<file path="config.mk">
export PLATFORM = sky130hd
export DESIGN_NAME = structure1_fc1_bias_sched
export DESIGN_NICKNAME = d
export VERILOG_FILES = /design/src/rtl/structure1_pkg.sv /design/src/rtl/structure1_sync_fifo.sv /design/src/rtl/structure1_fc1_bias_sched.sv
export SDC_FILE = /design/constraint.sdc
export NUM_CORES = 1
export LEC_CHECK = 0
export CAP_MARGIN = 30
export CORE_MARGIN = 1
export CORE_UTILIZATION = 55
export DETAILED_ROUTE_END_ITERATION = 8
export HOLD_SLACK_MARGIN = 0.08
export PLACE_DENSITY = 0.83
export SLEW_MARGIN = 20
export SYNTH_ARGS = -nofsm -noshare
export SYNTH_HDL_FRONTEND = slang
export SYNTH_SLANG_ARGS = --single-unit
</file>
<file path="constraint.sdc">
create_clock -name clk -period 6.7 [get_ports clk]
set_input_delay 1.675 -clock clk [delete_from_list [all_inputs] [get_ports clk]]
set_output_delay 1.675 -clock clk [all_outputs]
set_load 0.02 [all_outputs]
</file>
<file path="src/rtl/structure1_pkg.sv">
// Types and constants shared by the structure 1 FC1 datapath blocks.
package structure1_pkg;

  localparam int FC1_NUM_NEURONS = 128;
  localparam int FC1_BIAS_W      = 8;

  typedef enum logic [1:0] {
    ST_IDLE  = 2'd0,
    ST_FETCH = 2'd1,
    ST_DRAIN = 2'd2
  } sched_state_t;

endpackage

</file>
<file path="src/rtl/structure1_sync_fifo.sv">
// Small first-word-fall-through synchronous FIFO with full/empty/count status.
module structure1_sync_fifo #(
  parameter int DEPTH = 2,
  parameter int WIDTH = 8,
  localparam int CNT_W = $clog2(DEPTH + 1)
) (
  input  logic             clk,
  input  logic             rst,
  input  logic             i_wr_en,
  input  logic [WIDTH-1:0] i_wr_data,
  input  logic             i_rd_en,
  output logic [WIDTH-1:0] o_rd_data,
  output logic             o_full,
  output logic             o_empty,
  output logic [CNT_W-1:0] o_count
);

  localparam int PTR_W = (DEPTH > 1) ? $clog2(DEPTH) : 1;
  localparam logic [PTR_W-1:0] LAST_PTR = PTR_W'(DEPTH - 1);

  logic [WIDTH-1:0] r_mem [DEPTH];
  logic [PTR_W-1:0] r_wr_ptr;
  logic [PTR_W-1:0] r_rd_ptr;
  logic [CNT_W-1:0] r_count;
  logic             w_wr;
  logic             w_rd;

  assign o_full    = (r_count == CNT_W'(DEPTH));
  assign o_empty   = (r_count == '0);
  assign o_count   = r_count;
  assign o_rd_data = r_mem[r_rd_ptr];
  assign w_wr      = i_wr_en && !o_full;
  assign w_rd      = i_rd_en && !o_empty;

  always_ff @(posedge clk) begin
    if (rst) begin
      r_wr_ptr <= '0;
      r_rd_ptr <= '0;
      r_count  <= '0;
      for (int i = 0; i < DEPTH; i++) r_mem[i] <= '0;
    end else begin
      if (w_wr) begin
        r_mem[r_wr_ptr] <= i_wr_data;
        r_wr_ptr        <= (r_wr_ptr == LAST_PTR) ? '0 : r_wr_ptr + 1'b1;
      end
      if (w_rd) r_rd_ptr <= (r_rd_ptr == LAST_PTR) ? '0 : r_rd_ptr + 1'b1;
      case ({w_wr, w_rd})
        2'b10:   r_count <= r_count + 1'b1;
        2'b01:   r_count <= r_count - 1'b1;
        default: r_count <= r_count;
      endcase
    end
  end

endmodule

</file>
<file path="src/rtl/structure1_fc1_bias_sched.sv">
// FC1 bias ROM sequencer: credit-limited reads, latency tracking, valid/ready output.
// Optional `STRUCTURE1_FC1_BIAS_SCHED_STALL_CNT_EN adds a saturating stall_cnt output.
module structure1_fc1_bias_sched
  import structure1_pkg::*;
#(
  parameter int NUM_NEURONS = FC1_NUM_NEURONS,
  parameter int ADDR_W      = 8,
  parameter int DATA_W      = FC1_BIAS_W,
  parameter int ROM_LAT     = 1
) (
  input  logic              clk,
  input  logic              rst,
  input  logic              start,
  output logic              busy,
  output logic              done,
  output logic              rom_en,
  output logic [ADDR_W-1:0] rom_addr,
  input  logic [DATA_W-1:0] rom_dout,
  output logic              bias_valid,
  input  logic              bias_ready,
  output logic [DATA_W-1:0] bias_data,
  output logic [ADDR_W-1:0] bias_idx
`ifdef STRUCTURE1_FC1_BIAS_SCHED_STALL_CNT_EN
  ,
  output logic [15:0]       stall_cnt
`endif
);

  localparam int FIFO_DEPTH = ROM_LAT + 1;
  localparam int CNT_W      = $clog2(FIFO_DEPTH + 1);
  localparam logic [ADDR_W-1:0] LAST_ADDR = ADDR_W'(NUM_NEURONS - 1);

  sched_state_t      r_state;
  logic [ADDR_W-1:0] r_issue_cnt;
  logic [ADDR_W-1:0] r_addr_hold;
  logic [ADDR_W-1:0] r_idx;
  logic              r_busy;
  logic              r_done;
  logic [ROM_LAT-1:0] r_vld;
  logic [ROM_LAT-1:0] w_vld_next;

  logic [3:0]        w_inflight;
  logic [3:0]        w_used;
  logic              w_start;
  logic              w_issue;
  logic              w_pop;
  logic              w_last_pop;
  logic              w_fifo_wr;
  logic              w_fifo_full;
  logic              w_fifo_empty;
  logic [CNT_W-1:0]  w_fifo_cnt;
  logic [DATA_W-1:0] w_fifo_head;

  assign w_start    = (r_state == ST_IDLE) && start;
  assign w_pop      = !w_fifo_empty && bias_ready;
  assign w_last_pop = w_pop && (r_state == ST_DRAIN) && (r_idx == LAST_ADDR);
  assign w_fifo_wr  = r_vld[ROM_LAT-1];

  always_comb begin
    w_inflight = '0;
    for (int i = 0; i < ROM_LAT; i++) w_inflight = w_inflight + 4'(r_vld[i]);
  end

  // A word leaving the FIFO this cycle frees its credit immediately, which
  // keeps the stream at one word per cycle when the consumer never stalls.
  assign w_used  = w_inflight + 4'(w_fifo_cnt) - 4'(w_pop);
  assign w_issue = (r_state == ST_FETCH) && (w_used < 4'(FIFO_DEPTH));

  assign w_vld_next[0] = w_issue;
  for (genvar gi = 1; gi < ROM_LAT; gi++) begin : g_lat
    assign w_vld_next[gi] = r_vld[gi-1];
  end

  always_ff @(posedge clk) begin
    if (rst) begin
      r_state     <= ST_IDLE;
      r_issue_cnt <= '0;
      r_addr_hold <= '0;
      r_idx       <= '0;
      r_busy      <= 1'b0;
      r_done      <= 1'b0;
      r_vld       <= '0;
    end else begin
      r_done <= 1'b0;
      r_vld  <= w_vld_next;
      if (w_issue) begin
        r_issue_cnt <= r_issue_cnt + 1'b1;
        r_addr_hold <= r_issue_cnt;
      end
      // The final index is held so a finished pass reports the last neuron.
      if (w_pop && !w_last_pop) r_idx <= r_idx + 1'b1;
      case (r_state)
        ST_IDLE: begin
          if (w_start) begin
            r_state     <= ST_FETCH;
            r_busy      <= 1'b1;
            r_issue_cnt <= '0;
            r_idx       <= '0;
          end
        end
        ST_FETCH: begin
          if (w_issue && (r_issue_cnt == LAST_ADDR)) r_state <= ST_DRAIN;
        end
        ST_DRAIN: begin
          if (w_last_pop) begin
            r_state <= ST_IDLE;
            r_busy  <= 1'b0;
            r_done  <= 1'b1;
          end
        end
        default: r_state <= ST_IDLE;
      endcase
    end
  end

  structure1_sync_fifo #(
    .DEPTH (FIFO_DEPTH),
    .WIDTH (DATA_W)
  ) u_fifo (
    .clk       (clk),
    .rst       (rst),
    .i_wr_en   (w_fifo_wr),
    .i_wr_data (rom_dout),
    .i_rd_en   (w_pop),
    .o_rd_data (w_fifo_head),
    .o_full    (w_fifo_full),
    .o_empty   (w_fifo_empty),
    .o_count   (w_fifo_cnt)
  );

  a_no_overflow: assert property (@(posedge clk) disable iff (rst)
    !(w_fifo_wr && w_fifo_full));

  assign busy       = r_busy;
  assign done       = r_done;
  assign rom_en     = w_issue;
  assign rom_addr   = w_issue ? r_issue_cnt : r_addr_hold;
  assign bias_valid = !w_fifo_empty;
  assign bias_data  = w_fifo_empty ? '0 : w_fifo_head;
  assign bias_idx   = r_idx;

`ifdef STRUCTURE1_FC1_BIAS_SCHED_STALL_CNT_EN
  logic [15:0] r_stall_cnt;

  always_ff @(posedge clk) begin
    if (rst || w_start) begin
      r_stall_cnt <= '0;
    end else if (bias_valid && !bias_ready && (r_stall_cnt != 16'hFFFF)) begin
      r_stall_cnt <= r_stall_cnt + 1'b1;
    end
  end

  assign stall_cnt = r_stall_cnt;
`else
  // Stall instrumentation is not built in this configuration.
`endif

endmodule

</file>
==> metrics <==
post-cts gate resize count=0; CP arrival=4.79 ns; WL per Instance=13.6 um; worst min-delay path class=reg2reg; Die X-Extent=66.2 um; root buffer selected by CTS=sky130_fd_sc_hd__clkbuf_8; synthesized netlist net count=232; layout net count=270; Num CTS Buffers=5; Post CTS Setup Buffer Count=0; pin count of the biggest net entering global routing=24; Syn Inst Count=216; maximum level of the CTS H-tree=2; wire length of the first global-routing pass=6830 um; vias in the first global route=1480; Max-Slew Margin vs Limit=45.4%; max-cap violation count=0; worst clock skew=0.00280 ns; count of yosys warnings during synthesis=0; count of buffers inserted at the top-level ports=39; commonest register cell after synthesis=sky130_fd_sc_hd__dfxtp_1; Cell variety after synth=43; number of synthesized flops with an enable pin=16; grt ovf=0; total number of placement rows=22; Worst R2R Start=u_fifo.o_count[1]; count of final max-slew check failures=0; clk_lat worst skew=0.31 ns; type of origin of the critical path=primary input; required time of the critical path=5.03 ns; hold buffer count at cts=0; initial antenna violation count=0; Worst Reg2Reg Path Length in Cells=7; Worst Max-Slew Pin Slew=0.816 ns; critical path peak fanout=11; layout-stage area growth over the synthesis result=24.4%; Bufs on Longest Clock Path=2; total wirelength of the detailed-routed design=4110 um; starting density of the core=59.7%; number of I/O pins=40; highest clock rate=155 MHz; CTS tree=done; via count=1623; leakage power of the design=0.00101 uW; VDD IR max=0.000186 V; number of routed nets with antenna violations=0; setup violators final=0; cell type with the largest total area after synthesis=sky130_fd_sc_hd__dfxtp_1; Tot GR Track Use=20.9%; clock sinks=50; Die Footprint=0.00438 mm2; ANT cells=0; Cell Pwr Density=295 mW/mm2; Worst Setup End Kind=output pin; core box area=0.00380 mm2; die height=66.2 um; Crit. Startpoint=bias_ready; first drt pass iteration count=4; reg-to-reg setup timing slack=3.84 ns; routability-driven placement congestion ratio=0.780; number of DRC markers after the initial detailed-route iteration=54; proportion of register bits with asynchronous set or reset after synthesis=0%; setup TNS=0 ns; largest cells by area after synthesis=sky130_fd_sc_hd__dfxtp_1, sky130_fd_sc_hd__edfxtp_1, sky130_fd_sc_hd__nor2_1; mapped cell area=0.00227 mm2; crit path time final=6.47 ns; DP HPWL=2840 um; Final Total Pwr=832 uW; proportion of netlist area held by the largest area contributor=30.0%; worst setup path endpoint=rom_addr[1]; post-detailed-route DRC marker count=0; worst setup path class=in2out; run status=finished, final reports clean; clock slew at reported path FFs=0.09 ns; post-detailed-route via-to-cell ratio=5.36; fraction of the yosys area taken by sequential cells=51.2%; R2R Path End=r_addr_hold[5]; post-synthesis register bit count=50; cell types with the highest counts after synthesis=sky130_fd_sc_hd__dfxtp_1, sky130_fd_sc_hd__nor2_1, sky130_fd_sc_hd__and2_1, sky130_fd_sc_hd__edfxtp_1, sky130_fd_sc_hd__xnor2_1; total count of hold-check failures in the final report=0; setup repair after global routing missed its margin=no; final critical-path share of the clock period=96.5%; layout cells sized above 1=8.24%; Final Util=74.2%; most repeated cell in the gate-level netlist after synthesis=sky130_fd_sc_hd__dfxtp_1; post-synthesis average cell area=10.5 um2
==> layout by cell type (no fill, tap or decap), types with 7 or more instances in the layout <==
master / n
sky130_fd_sc_hd__dfxtp_1: 34
sky130_fd_sc_hd__nand2_1: 9
sky130_fd_sc_hd__clkdlybuf4s50_1: 39
sky130_fd_sc_hd__nor2_1: 30
sky130_fd_sc_hd__and2_1: 16
sky130_fd_sc_hd__nor2b_1: 8
sky130_fd_sc_hd__edfxtp_1: 16
sky130_fd_sc_hd__mux2i_1: 10
sky130_fd_sc_hd__xnor2_1: 12
sky130_fd_sc_hd__mux2_4: 7
==> power by group <==
part / switching [uW] / total (uW) / leakage [uW] / internal (uW)
clock: 98.3 / 246 / 0.0000658 / 148
combinational: 117 / 219 / 0.000507 / 102
sequential: 28.3 / 367 / 0.000442 / 339
total: 243 / 832 / 0.00101 / 589
==> sequential cells by signal, summed over array words and instances, names as in the netlist, named ones only <==
signal           cells
done                 1
r_issue_cnt          8
u_fifo.r_rd_ptr      1
busy                 1
bias_idx             8
r_vld                1
u_fifo.r_mem        16
u_fifo.r_wr_ptr      1
r_addr_hold          8
r_state              2
u_fifo.o_count       2
==> worst max-delay path: stages <==
cell and delay [ns]:
sky130_fd_sc_hd__clkdlybuf4s50_1 0.53, sky130_fd_sc_hd__nand3b_1 0.13, sky130_fd_sc_hd__a21boi_0 0.26, sky130_fd_sc_hd__fa_1 0.46
sky130_fd_sc_hd__or3b_1 0.37, sky130_fd_sc_hd__or2_1 0.44, sky130_fd_sc_hd__mux2_4 0.39, sky130_fd_sc_hd__clkdlybuf4s50_1 0.54
==> cell families after synthesis <==
group / after synthesis / synth area share (%)
AND/OR/NAND/NOR: 95 / 22.4
flip-flops: 50 / 51.2
AO/OA/AOI/OAI: 18 / 5.19
multiplexers: 18 / 9.55
XOR/XNOR: 16 / 6.18
buffers and inverters: 15 / 2.87
adder cells (fa/ha/maj): 4 / 2.54
==> layer usage <==
| metal | track usage (%) | share of wire (%) |
|---|---|---|
| met5 | 0 | 0 |
| met4 | 7.98 | 1.8 |
| met3 | 3.97 | 4.1 |
| met2 | 36.1 | 48 |
| met1 | 25.6 | 46 |
==> final cells by class <==
type                       instances  area [um2]
tap                               48        60.1
inverter                           5        18.8
timing repair buffer              41         405
clock inverter                     3        63.8
multi-input combinational        151        1040
sequential                        50        1160
fill                             290         981
clock buffer                       5        68.8
==> stage by stage <==
stage	std cells	hold slack (ns)	setup slack [ns]	cell area, um2
2_1_floorplan	216	0.466	1.35	2270
3_3_place_gp	295	0.469	0.255	2690
3_5_place_dp	295	0.496	0.216	2690
4_1_cts	303	0.513	0.202	2820
5_1_grt	303	0.546	0.0235	2820
6_report	303	0.509	0.231	2820
==> worst min-delay path by stage <==
stage	startpoint	endpoint	cells past startpoint
floorplan	r_issue_cnt[1]	r_issue_cnt[1]	2
global placement	busy	busy	2
detailed placement	u_fifo.r_rd_ptr	u_fifo.r_rd_ptr	2
CTS	r_issue_cnt[1]	r_issue_cnt[1]	2
global route	busy	busy	2
finish	busy	busy	2
No activity file was read; power rests on OpenSTA's default activity.
